**config.mk**
```make
export PLATFORM = sky130hd
export DESIGN_NAME = gpio_in_mux_flt
export DESIGN_NICKNAME = d
export VERILOG_FILES = /design/src/rtl/gpio_mux_pkg.sv /design/src/rtl/gpio_in_flt.sv /design/src/rtl/gpio_in_mux_flt.sv
export SDC_FILE = /design/constraint.sdc
export NUM_CORES = 1
export LEC_CHECK = 0
export ABC_AREA = 1
export CORE_MARGIN = 2
export CORE_UTILIZATION = 45
export DETAILED_ROUTE_END_ITERATION = 7
export PLACE_DENSITY_LB_ADDON = 0.1
export SLEW_MARGIN = 20
export SYNTH_ARGS = -nofsm -noshare
export SYNTH_HDL_FRONTEND = slang
export SYNTH_SLANG_ARGS = --single-unit
export TNS_END_PERCENT = 100
```
**constraint.sdc**
```tcl
create_clock -name clk -period 20.9 [get_ports clk]
set_input_delay 6.27 -clock clk [delete_from_list [all_inputs] [get_ports clk]]
set_output_delay 6.27 -clock clk [all_outputs]
set_load 0.02 [all_outputs]
```
**src/rtl/gpio_mux_pkg.sv**
```systemverilog
// rtl/gpio_mux_pkg.sv - chip-level constants for the GPIO input mux
// Purpose: default geometry of the input mux, function index map and the
//          chip default value driven to each peripheral input.
// Ports:   none (package).
package gpio_mux_pkg;

  localparam int NUM_PAD     = 16;
  localparam int NUM_FN      = 17;
  localparam int SEL_W       = 5;
  localparam int FLT_W       = 4;
  localparam int SYNC_STAGES = 2;
  localparam int PAD_IDX_W   = $clog2(NUM_PAD);

  // Function index map (bit position in fn_en / fn_out / fn_rise / fn_fall).
  localparam int FN_SPI_AP_CLK   = 0;
  localparam int FN_SPI_AP_CS_N  = 1;
  localparam int FN_SPI_AP_MOSI  = 2;
  localparam int FN_I2C0_CLK     = 3;
  localparam int FN_I2C0_DAT     = 4;
  localparam int FN_I2C1_CLK     = 5;
  localparam int FN_I2C1_DAT     = 6;
  localparam int FN_JTAG_TCK     = 7;
  localparam int FN_JTAG_TMS     = 8;
  localparam int FN_JTAG_TDI     = 9;
  localparam int FN_JTAG_TRST_N  = 10;
  localparam int FN_TEST_MODE    = 11;
  localparam int FN_TEST_SCAN_EN = 12;
  localparam int FN_TEST_SCAN_I0 = 13;
  localparam int FN_TEST_SCAN_I1 = 14;
  localparam int FN_TEST_SCAN_I2 = 15;
  localparam int FN_TEST_SCAN_I3 = 16;

  // I2C lines idle high (open-drain bus), JTAG TMS idles high so the TAP
  // stays in reset; everything else idles low.
  localparam logic [NUM_FN-1:0] FN_DFLT_CHIP =
      (NUM_FN'(1) << FN_I2C0_CLK) | (NUM_FN'(1) << FN_I2C0_DAT) |
      (NUM_FN'(1) << FN_I2C1_CLK) | (NUM_FN'(1) << FN_I2C1_DAT) |
      (NUM_FN'(1) << FN_JTAG_TMS);

endpackage

```
**src/rtl/gpio_in_flt.sv**
```systemverilog
// rtl/gpio_in_flt.sv - single-channel glitch filter with edge pulses
// Purpose: holds out_o until raw_i has differed from it for flt_len_i+1
//          consecutive cycles; restarts the count whenever the channel's
//          enable/select configuration changes.
// Ports:   clk, rst       - clock, async active-high reset
//          raw_i          - muxed, synchronised input for this channel
//          en_i, sel_i    - channel configuration (shadowed to detect change)
//          flt_len_i      - filter length, 0 = one-cycle follow
//          out_o          - filtered value
//          rise_o, fall_o - one-cycle pulses aligned with out_o changes
module gpio_in_flt
  import gpio_mux_pkg::*;
#(
  parameter int   FLT_W = gpio_mux_pkg::FLT_W,
  parameter int   SEL_W = gpio_mux_pkg::SEL_W,
  parameter logic DFLT  = 1'b0
) (
  input  logic             clk,
  input  logic             rst,
  input  logic             raw_i,
  input  logic             en_i,
  input  logic [SEL_W-1:0] sel_i,
  input  logic [FLT_W-1:0] flt_len_i,
  output logic             out_o,
  output logic             rise_o,
  output logic             fall_o
);

  logic             en_sh_q;
  logic [SEL_W-1:0] sel_sh_q;
  logic [FLT_W-1:0] cnt_q, cnt_d;
  logic             out_q, out_d;
  logic             rise_q, rise_d;
  logic             fall_q, fall_d;
  logic             cfg_chg;

  assign cfg_chg = (en_i != en_sh_q) || (sel_i != sel_sh_q);

  always_comb begin
    cnt_d = cnt_q;
    out_d = out_q;
    if (cfg_chg) begin
      // Hold the output across a reconfiguration; the new source must then
      // win the full filter length before it is passed on.
      cnt_d = '0;
    end else if (raw_i == out_q) begin
      cnt_d = '0;
    end else if (cnt_q >= flt_len_i) begin
      // >= so a length reduced mid-count takes effect immediately and the
      // counter can never wrap.
      out_d = raw_i;
      cnt_d = '0;
    end else begin
      cnt_d = cnt_q + FLT_W'(1);
    end
    rise_d = out_d & ~out_q;
    fall_d = ~out_d & out_q;
  end

  always_ff @(posedge clk or posedge rst) begin
    if (rst) begin
      en_sh_q  <= 1'b0;
      sel_sh_q <= '0;
      cnt_q    <= '0;
      out_q    <= DFLT;
      rise_q   <= 1'b0;
      fall_q   <= 1'b0;
    end else begin
      en_sh_q  <= en_i;
      sel_sh_q <= sel_i;
      cnt_q    <= cnt_d;
      out_q    <= out_d;
      rise_q   <= rise_d;
      fall_q   <= fall_d;
    end
  end

  assign out_o  = out_q;
  assign rise_o = rise_q;
  assign fall_o = fall_q;

endmodule

```
**src/rtl/gpio_in_mux_flt.sv**
```systemverilog
// rtl/gpio_in_mux_flt.sv - GPIO input mux with sync, glitch filter and edges
// Purpose: synchronises the pad ring inputs, routes any pad to each peripheral
//          function input via a per-function select, and filters each result.
// Ports:   clk, rst    - clock, async active-high reset
//          pad_in      - raw asynchronous pad inputs
//          fn_en       - per-function enable
//          fn_pad_sel  - per-function pad index, field f at [f*SEL_W +: SEL_W]
//          flt_len     - shared glitch filter length
//          fn_out      - filtered function inputs
//          fn_rise     - one-cycle pulse on fn_out 0->1
//          fn_fall     - one-cycle pulse on fn_out 1->0
module gpio_in_mux_flt
  import gpio_mux_pkg::*;
#(
  parameter int                NUM_PAD     = gpio_mux_pkg::NUM_PAD,
  parameter int                NUM_FN      = gpio_mux_pkg::NUM_FN,
  parameter int                SEL_W       = gpio_mux_pkg::SEL_W,
  parameter int                FLT_W       = gpio_mux_pkg::FLT_W,
  parameter int                SYNC_STAGES = gpio_mux_pkg::SYNC_STAGES,
  parameter logic [NUM_FN-1:0] FN_DFLT     = {NUM_FN{1'b0}}
) (
  input  logic                    clk,
  input  logic                    rst,
  input  logic [NUM_PAD-1:0]      pad_in,
  input  logic [NUM_FN-1:0]       fn_en,
  input  logic [NUM_FN*SEL_W-1:0] fn_pad_sel,
  input  logic [FLT_W-1:0]        flt_len,
  output logic [NUM_FN-1:0]       fn_out,
  output logic [NUM_FN-1:0]       fn_rise,
  output logic [NUM_FN-1:0]       fn_fall
);

  localparam int               IDX_W     = $clog2(NUM_PAD);
  // One extra bit so NUM_PAD == 2**SEL_W does not truncate to zero.
  localparam logic [SEL_W:0]   PAD_LIMIT = (SEL_W+1)'(NUM_PAD);

  logic [SYNC_STAGES-1:0][NUM_PAD-1:0] sync_q;
  logic [NUM_PAD-1:0]                  pad_s;
  logic [NUM_FN-1:0]                   raw;

  always_ff @(posedge clk or posedge rst) begin
    if (rst) begin
      sync_q <= '0;
    end else begin
      sync_q <= {sync_q[SYNC_STAGES-2:0], pad_in};
    end
  end

  assign pad_s = sync_q[SYNC_STAGES-1];

  for (genvar f = 0; f < NUM_FN; f++) begin : g_fn
    logic [SEL_W-1:0] sel;
    logic             sel_ok;

    assign sel    = fn_pad_sel[f*SEL_W +: SEL_W];
    assign sel_ok = ({1'b0, sel} < PAD_LIMIT);
    assign raw[f] = (fn_en[f] && sel_ok) ? pad_s[sel[IDX_W-1:0]] : FN_DFLT[f];

    gpio_in_flt #(
      .FLT_W (FLT_W),
      .SEL_W (SEL_W),
      .DFLT  (FN_DFLT[f])
    ) u_flt (
      .clk       (clk),
      .rst       (rst),
      .raw_i     (raw[f]),
      .en_i      (fn_en[f]),
      .sel_i     (sel),
      .flt_len_i (flt_len),
      .out_o     (fn_out[f]),
      .rise_o    (fn_rise[f]),
      .fall_o    (fn_fall[f])
    );
  end

endmodule

```
# Word level (Yosys, flattened, before mapping)

Cells that the tools add are included.

Output and inout bits: 51
Word-level logic and storage cells: 478
Register bits: 253
Input port bits: 124

Bitwise logic cells: 68
Order comparisons: 51
Add/sub/neg operators: 17
Equality and inequality tests: 51
Reductions and logical operators: 34
Multiplexer cells: 153

Operator list:

| kind                  | number |
|---|---|
| $mux W4               | 51 |
| $lt A4 B5 Y1 const B  | 17 |
| $lt A5 B5 Y1 const B  | 17 |
| $mux W1               | 85 |
| $ne A5 B5 Y1          | 17 |
| $add A4 B1 Y4 const B | 17 |
| $bmux W1 S4           | 17 |
| $ge A4 B4 Y1          | 17 |
| $and A1 B1 Y1         | 34 |
| $not A1 Y1            | 34 |
| $eq A1 B1 Y1          | 17 |
| $logic_and A1 B1 Y1   | 17 |
| $logic_or A1 B1 Y1    | 17 |
| $ne A1 B1 Y1          | 17 |

# Logic depth before layout (Yosys ltp)

Gate-level depths: netlist of the first run.

Word-level depth: 8
Mapped depth: 11
Gate-level depth less buffers: 10

# By module

Synthesis of the first run repeated with hierarchy kept, for this count alone.

Cell total of the unflattened synthesis: 2169
Area, all modules: 15665.0 um2

By module, submodules not included:

| module          | cells an instance | times used | seq. area each (um2) | area an instance (um2) |
|---|---|---|---|---|
| gpio_in_flt     | 86                | 17         | 325.3                | 686.9 |
| gpio_in_mux_flt | 707               | 1          | 800.8                | 3987.6 |

# Least setup slack after synthesis of the first run

Ideal clock, no wire load.

Path kind: input-to-reg
From: in flt_len[1]
To: reg g_fn[14].u_flt.out_q
Arrival: 7.460 ns
Cell stages on the path: 10
Setup time: 0.126 ns
Buffers on the path: 0
Path slack: 13.314 ns
Cell sequence: inv_1 -> ha_1 -> inv_1 -> nor2_1 -> nor2_1 -> o211a_1 -> nor2_1 -> inv_1 -> nand2_1 -> o21ai_0

Cells in the longest elaborated chain, start to end: 4

RTL lines:

| what                     | RTL line              | text |
|---|---|---|
| start: declaration       | gpio_in_mux_flt.sv:27 | `input logic [FLT_W-1:0] flt_len,` |
| $ge A4 B4 Y1             | gpio_in_flt.sv:48     | `end else if (cnt_q >= flt_len_i) begin` |
| $mux W1                  | gpio_in_flt.sv:48     |  |
| $mux W1                  | gpio_in_flt.sv:46     | `end else if (raw_i == out_q) begin` |
| $mux W1                  | gpio_in_flt.sv:42     | `if (cfg_chg) begin` |
| via g_fn[14].u_flt.out_d | gpio_in_flt.sv:32     | `logic out_q, out_d;` |
| end signal: assignment   | gpio_in_flt.sv:72     | `out_q <= out_d;` |
| end: declaration         | gpio_in_flt.sv:32     |  |

The timed path passes the listed nets, and every way through them passes these cells.

# Worst setup path in the final report of the first run

From: in flt_len[3]
To: reg g_fn[16].u_flt.rise_q

Cells in the longest elaborated chain, start to end: 5

RTL lines:

| what                      | RTL line          | text |
|---|---|---|
| $ge A4 B4 Y1              | gpio_in_flt.sv:48 |  |
| $mux W1                   | gpio_in_flt.sv:48 |  |
| $mux W1                   | gpio_in_flt.sv:46 |  |
| $mux W1                   | gpio_in_flt.sv:42 |  |
| $and A1 B1 Y1             | gpio_in_flt.sv:56 | `rise_d = out_d & ~out_q;` |
| via g_fn[16].u_flt.rise_d | gpio_in_flt.sv:33 | `logic rise_q, rise_d;` |
| end signal: assignment    | gpio_in_flt.sv:73 | `rise_q <= rise_d;` |
| end: declaration          | gpio_in_flt.sv:33 |  |

The timed path passes the listed nets, and every way through them passes these cells.

==> results of run 1 <==
==> critical path, cell delays in order <==
cell             delay [ns]
clkdlybuf4s50_1        0.45
inv_1                  0.34
ha_1                   0.49
nand2_1                0.07
o211ai_1               0.35
nand4_1                0.24
nor3_1                 0.24
==> logic make-up after synthesis <==
family	count (synthesis)	synth area share (%)
simple gates	1034	31.3
buf+inv	267	9.73
flops	253	42.8
xor+xnor	106	6.28
fa+ha+maj	85	7.20
compound gates	69	2.68
==> where the power goes <==
group          internal [mW]  switching, mW
Sequential             0.504        0.00668
Clock                  0.324          0.205
Combinational         0.0597          0.100
==> area by class of cell <==
type / count / area, um^2
Fill cell: 3053 / 15100
Multi-Input combinational cell: 1294 / 7010
Sequential cell: 253 / 6330
Timing Repair Buffer: 176 / 1770
Clock buffer: 40 / 860
Inverter: 183 / 699
Tap cell: 442 / 553
Clock inverter: 16 / 163
==> per-stage QoR <==
stage	cell area (um^2)	setup WS (ns)
floorplan	14800	7.67
global placement	16400	12.34
detailed placement	16400	12.29
CTS	17400	12.86
global route	17400	12.68
finish	17400	12.88
==> sequential cells by signal (all words and copies together), names as in the netlist <==
signal	flops
g_fn.u_flt.sel_sh_q	85
g_fn.u_flt.cnt_q	68
g_fn.u_flt.en_sh_q	17
g_fn.u_flt.fall_o	17
g_fn.u_flt.out_o	17
g_fn.u_flt.rise_o	17
pad_s	16
sync_q	16
==> layout by cell type, fill, tap and decap left out, drive strengths merged <==
cell type,n
o211ai,15
or2,10
clkinvlp,3
dfrtp,253
o21ai,17
nand3b,7
nand2,471
inv,183
nor3,29
a21oi,34
xor2,103
nand3,295
nor3b,8
buf,2
ha,85
o21bai,1
o211a,2
nand4,30
clkbuf,40
nor2,184
xnor2,3
bufinv,3
clkinv,10
clkdlybuf4s50,174
==> routing by layer <==
metal	part of all wire, %	routed length, um
met1	44	16200
met2	46	16700
met3	7.1	2590
met4	2.8	1010
met5	0	0
==> how the worst max path moves through the flow <==
stage                              to
6_report        g_fn[16].u_flt.rise_o
5_1_grt           g_fn[7].u_flt.out_o
4_1_cts         g_fn[16].u_flt.rise_o
3_5_place_dp    g_fn[16].u_flt.rise_o
3_3_place_gp    g_fn[16].u_flt.rise_o
2_1_floorplan  g_fn[0].u_flt.cnt_q[0]
==> flow_summary.toml, run 1 <==
[run_status]
status = "complete, no violations"

[synthesis]
netlist.area_leader.share_pct = 42.8
yosys_warnings = 0
synth_nets = 2023
ys_ff_latch = 253
ys.flop_type = "dfrtp_1"
synth-edff-count = 0
yosysTopAreaCell = "dfrtp_1"
syn_inst = 1814
yosys-top-cells-area = "dfrtp_1 (43%), nand2_1 (11%), nand3_1 (10%), ha_1 (7.2%), xor2_1 (6.1%)"
yosysSeqAreaShare_pct = 42.8
yosysMostFrequentCell = "nand2_1"
synth_area_um2 = 14800
postSynth.asyncResetShare_pct = 100
synth_common_cells = "nand2_1 (431), nand3_1 (294), dfrtp_1 (253)"
syn_area_per_cell_um2 = 8.15
synth_cell_type_count = 32

[power_and_ir_drop]
ir_drop_mv = 0.0592
p_leak_nw = 8.41
power.density_nw_per_um2 = 69.0
p_total_mw = 1.20

[timing]
rsz0062_at_grt = "no"
setup_violations = 0
timing.final.crit_share_pct = 38.4
tns_ns = 0
fmax_mhz = 125
worst_pin_slew_ns = 0.861
hold_viol_final = 0
whs_ns = 0.345
slew_headroom_pct = 42.6
drv_slew = 0
min_period_ns = 8.02
finClkSkew_ns = 0.0116

[final_layout]
diodes = 0
fin_util_pct = 53.6
post_layout_nonfiller_instances = 2404
drive_gt1_share_pct = 7.54
layout.nets = 2147
synthToLayoutAreaGrowth_pct = 17.6

[min_path]
hold_path.class = "flip-flop to flip-flop"
holdPathEnd = "pad_s[3]"
min_from = "sync_q[3]"
whs_path_depth = 0

[critical_path]
required_ns = 21.35
timing.critical_path.to_type = "flip-flop"
rrSetupSlack_ns = 19.15
reg2reg_depth = 10
timing.rr.start = "pad_s[5]"
r2r_end = "g_fn[5].u_flt.cnt_q[2]"
cp_max_fo = 17
worstSetupStartpoint = "flt_len[3]"
critPathKind = "primary input to flip-flop"
crit_path_start_kind = "primary input"
arrival_ns = 8.47

[global_routing]
antenna_found_initial = 0
overflow = 0
grt_max_degree = 137
grtUsageMet3_pct = 3.95
met1_usage_pct = 29.3
gr-max-usage-layer = "met2"
grtUsageTotal_pct = 21.5
grt_pass1_vias = 11500
use_met2_pct = 34.9
grt_pass1_wl_mm = 58.6

[die]
pin_count = 175
row_count = 66
initial_core_util_pct = 45.5
core_um2 = 32500
die-area_um2 = 34300
die_y_um = 185
die_w_um = 185

[detailed_routing]
dr_total_vias = 12200
drc_errors = 0
vias_per_cell = 5.09
postRouteAntennaNets = 0
drt_first_pass_iters = 6
drt_iter0_drc = 1071
wl_per_cell_um = 15.2
drt_wl_total_mm = 36.5

[clock_tree]
cts-htree-levels = 1
worst_skew_pair.late_latency_ns = 0.55
post_cts_resized = 0
cts-root-buf = "clkbuf_16"
cts_hold_repair.buffers = 0
post-cts-setup-buffer-count = 0
cts_sinks = 253
path_clk_slew_ns = 0.05
cts_buffers = 30
clockBufferDepth = 3
cts_tree = "built"

[job]
max-cap-violations = 0

[placed_design]
placedCellCount = 2348
hpwl_mm = 24.4
gp_congestion = 0.790
io_buffers = 174
(Power assumes the default switching activity.)
==> run 2, diff against run 1 <==
- clock period: 20.9 -> 8.3 ns (I/O delays scaled with it)
==> flow_summary.toml, run 2 (synthesis gave the netlist of run 1 again) <==
[detailed_routing]
drc_errors = 0
wl_per_cell_um = 15.1
drt_first_pass_iters = 5
postRouteAntennaNets = 0
drt_wl_total_mm = 36.4
dr_total_vias = 12100
vias_per_cell = 5.05
drt_iter0_drc = 805

[final_layout]
diodes = 0
drive_gt1_share_pct = 7.59
layout_common_cells = "nand2_1 (431), nand3_1 (294), dfrtp_1 (253)"
final_area_um2 = 17400
synthToLayoutAreaGrowth_pct = 17.6
layout.nets = 2149
post_layout_nonfiller_instances = 2405
reg_top3 = "g_fn.u_flt.sel_sh_q: 85 flops, g_fn.u_flt.cnt_q: 68 flops"
mostFrequentLayoutCell = "nand2_1"
fill_cells = 2999
regMostFlops = "g_fn.u_flt.sel_sh_q"
largest_reg_flops = 85

[timing]
tns_ns = 0
whs_ns = 0.347
timing.final.crit_share_pct = 51.4
rsz0062_at_grt = "no"
drv_slew = 0
setup_violations = 0
fmax_mhz = 234
hold_viol_final = 0
finClkSkew_ns = 0.0122
min_period_ns = 4.27
worst_pin_slew_ns = 0.974
slew_headroom_pct = 35.0

[power_and_ir_drop]
power.density_nw_per_um2 = 173
p_leak_nw = 8.41
p_total_mw = 3.00
ir_drop_mv = 0.165

[clock_tree]
post_cts_resized = 0
path_clk_slew_ns = 0.06
clockBufferDepth = 3
cts_hold_repair.buffers = 0
cts_sinks = 253
cts_tree = "built"
cts_buffers = 30
cts-root-buf = "clkbuf_16"
worst_skew_pair.late_latency_ns = 0.56
cts-htree-levels = 1
post-cts-setup-buffer-count = 0

[global_routing]
antenna_found_initial = 0
grt_max_degree = 150
grt_pass1_vias = 11600
grt_pass1_wl_mm = 58.6
grtUsageTotal_pct = 21.5
overflow = 0

[die]
initial_core_util_pct = 45.5
pin_count = 175
die_w_um = 185
row_count = 66
die-area_um2 = 34300
die_y_um = 185
core_um2 = 32500

[critical_path]
cp_max_fo = 17
arrival_ns = 4.76
timing.critical_path.to_type = "flip-flop"
required_ns = 8.79
crit_path_start_kind = "primary input"
critPathKind = "primary input to flip-flop"

[job]
max-cap-violations = 0

[placed_design]
placedCellCount = 2350
place_area_um2 = 16400
io_buffers = 174
gp_congestion = 0.828
hpwl_mm = 24.5

[min_path]
hold_path.class = "flip-flop to flip-flop"

[run_status]
status = "complete, no violations"
==> run 2: final cells by class <==
type,instances,area [um^2],area share (%)
timing repair buffer,178,1780,10.3
clock inverter,10,77.6,0.446
multi-input combinational,1294,7010,40.3
tap,442,553,3.18
clock buffer,45,928,5.34
inverter,183,696,4.00
sequential,253,6330,36.4
==> run 2: per-stage QoR <==
step,worst slack [ns],utilization [%]
after global placement,3.46,50.5
after detailed placement,3.40,50.5
final,4.03,53.6
after floorplan,2.48,-
after CTS,3.98,53.6
after global routing,3.81,53.6
==> run 2: path summary, 6_finish.rpt <==
check | from | to | slack [ns] | depth (start not counted)
worst min register to register | sync_q[6] | pad_s[6] | 0.35 | 0
min in group asynchronous | rst | g_fn[15].u_flt.sel_sh_q[4] | 2.26 | 2
max in group asynchronous | rst | g_fn[14].u_flt.fall_o | 4.57 | 4
worst max-delay path | flt_len[3] | g_fn[6].u_flt.cnt_q[1] | 4.03 | 8
worst max register to register | pad_s[7] | g_fn[9].u_flt.cnt_q[0] | 6.58 | 10
worst min-delay path | sync_q[6] | pad_s[6] | 0.35 | 0
==> run 2: where the power goes <==
| group | total (mW) | internal (mW) | switching (mW) |
|---|---|---|---|
| Sequential | 1.29 | 1.27 | 0.0170 |
| Clock | 1.31 | 0.796 | 0.517 |
| Combinational | 0.402 | 0.151 | 0.251 |
| Total | 3.00 | 2.22 | 0.785 |
==> run 2: metal layers <==
layer  global-route usage (%)  vias to the layer above  share of wire [%]  wire length (um)
li1                         -                     6066                  -                 -
met1                     29.3                     5636                 44             16000
met2                     35.3                      376                 47             16900
met3                     3.13                       70                6.9              2510
met4                     6.79                        0                2.7               966
met5                        0                        -                  0                 0
==> run 2: critical path, stage by stage <==
cell and delay [ns]:
clkdlybuf4s50_1 0.40, inv_1 0.69, ha_1 0.40, a21oi_1 0.16, o211ai_1 0.13, nor2_1 0.27
nand2_1 0.09, nor2_1 0.12
==> run 3, diff against run 2 <==
- clock period: 8.3 -> 3.91 ns (I/O delays scaled with it)
==> flow_summary.toml, run 3 (synthesis gave the netlist of run 1 again) <==
[run_status]
status = "complete, no violations"

[clock_tree]
post_cts_resized = 0
path_clk_slew_ns = 0.06
cts_buffers = 30
cts-root-buf = "clkbuf_16"
worst_skew_pair.late_latency_ns = 0.55
cts-htree-levels = 1
cts_sinks = 253
clockBufferDepth = 3
post-cts-setup-buffer-count = 0
cts_tree = "built"
cts_hold_repair.buffers = 0

[critical_path]
path_cells = "clkdlybuf4s50_1 > inv_1 > ha_1 > a21oi_1 > o211ai_1 > nor2_1 > nand2_1 > nor2_1"
path_depth = 8
r2r_end = "g_fn[4].u_flt.cnt_q[1]"
timing.rr.start = "pad_s[15]"
crit_path_start_kind = "primary input"
cp_top_family = "buffers and inverters"
worstSetupStartpoint = "flt_len[3]"
required_ns = 4.39
critPathKind = "primary input to flip-flop"
cp_max_fo = 17
timing.critical_path.to_type = "flip-flop"
reg2reg_depth = 10
cpMaxStageDelayCell = "inv_1"
arrival_ns = 3.45
critPathBufInv = 2
cp_common_cell = "nor2_1"
crit_path_max_incr_delay_ns = 0.64
rrSetupSlack_ns = 2.17

[detailed_routing]
drt_iter0_drc = 1038
drt_wl_total_mm = 36.7
dr_total_vias = 12100
postRouteAntennaNets = 0
wl_per_cell_um = 15.3
drt_first_pass_iters = 5
vias_per_cell = 5.04
drc_errors = 0

[power_and_ir_drop]
power.density_nw_per_um2 = 366
p_total_mw = 6.38
ir_drop_mv = 0.350
p_leak_nw = 8.42

[final_layout]
layout_common_cells = "nand2_1 (431), nand3_1 (294), dfrtp_1 (253)"
diodes = 0
reg_top3 = "g_fn.u_flt.sel_sh_q: 85 flops, g_fn.u_flt.cnt_q: 68 flops"
layout.nets = 2150
largest_reg_flops = 85
synthToLayoutAreaGrowth_pct = 17.9
mostFrequentLayoutCell = "nand2_1"
regMostFlops = "g_fn.u_flt.sel_sh_q"
drive_gt1_share_pct = 7.55

[min_path]
hold_path.class = "flip-flop to flip-flop"
min_from = "sync_q[8]"
holdPathEnd = "pad_s[8]"
whs_path_depth = 0

[die]
pin_count = 175
core_um2 = 32500
initial_core_util_pct = 45.5
die_y_um = 185
row_count = 66
die_w_um = 185
die-area_um2 = 34300

[timing]
finClkSkew_ns = 0.0160
min_period_ns = 2.97
rsz0062_at_grt = "no"
fmax_mhz = 336
setup_violations = 0
slew_headroom_pct = 43.1
drv_slew = 0
final.setup.worst_slack_ns = 0.936
timing.final.crit_share_pct = 76.1
worst_pin_slew_ns = 0.853
hold_viol_final = 0
tns_ns = 0

[global_routing]
met1_usage_pct = 29.7
gr-max-usage-layer = "met2"
use_met2_pct = 34.7
grt_pass1_wl_mm = 59.2
grtUsageMet3_pct = 3.81
grt_max_degree = 80
grt_pass1_vias = 11600
antenna_found_initial = 0
grtUsageTotal_pct = 21.7
overflow = 0

[placed_design]
place_ws_ns = 0.331
gp_congestion = 0.805
hpwl_mm = 24.8
io_buffers = 174

[job]
max-cap-violations = 0
[run 3: power by group]
| group | internal (mW) | leakage [nW] | switching, mW |
|---|---|---|---|
| sequential | 2.69 | 3.22 | 0.0350 |
| combinational | 0.325 | 4.70 | 0.541 |
| clock | 1.71 | 0.491 | 1.08 |
| total | 4.73 | 8.42 | 1.65 |
[run 3: cell type report]
cell class                 count  area (um^2)
clock buffer                  42          897
clock inverter                10          108
fill                        2968        15000
inverter                     183          696
multi-input combinational   1294         7010
sequential                   253         6330
tap                          442          553
timing repair buffer         179         1830
[run 3: how the worst max path moves through the flow]
stage	end	slack [ns]
2_1_floorplan	g_fn[0].u_flt.cnt_q[0]	-0.59
3_3_place_gp	g_fn[16].u_flt.rise_o	0.41
3_5_place_dp	g_fn[15].u_flt.rise_o	0.33
4_1_cts	g_fn[7].u_flt.cnt_q[0]	0.94
5_1_grt	g_fn[7].u_flt.cnt_q[0]	0.80
6_report	g_fn[7].u_flt.cnt_q[0]	0.94
[run 3: metrics by stage]
stage | instances | hold WS (ns) | area, um^2 | util [%]
CTS | 2403 | 0.348 | 17400 | 53.7
global placement | 2351 | 0.333 | 16400 | 50.6
global route | 2403 | 0.350 | 17400 | 53.7
finish | 2403 | 0.345 | 17400 | 53.7
detailed placement | 2351 | 0.335 | 16400 | 50.6
floorplan | 1814 | 0.331 | 14800 | -
[run 3: per-layer routing]
metal | vias to the layer above | routed length, um
met5 | - | 0
met4 | 0 | 1220
met3 | 80 | 2520
met2 | 418 | 16600
met1 | 5535 | 16300
li1 | 6079 | -
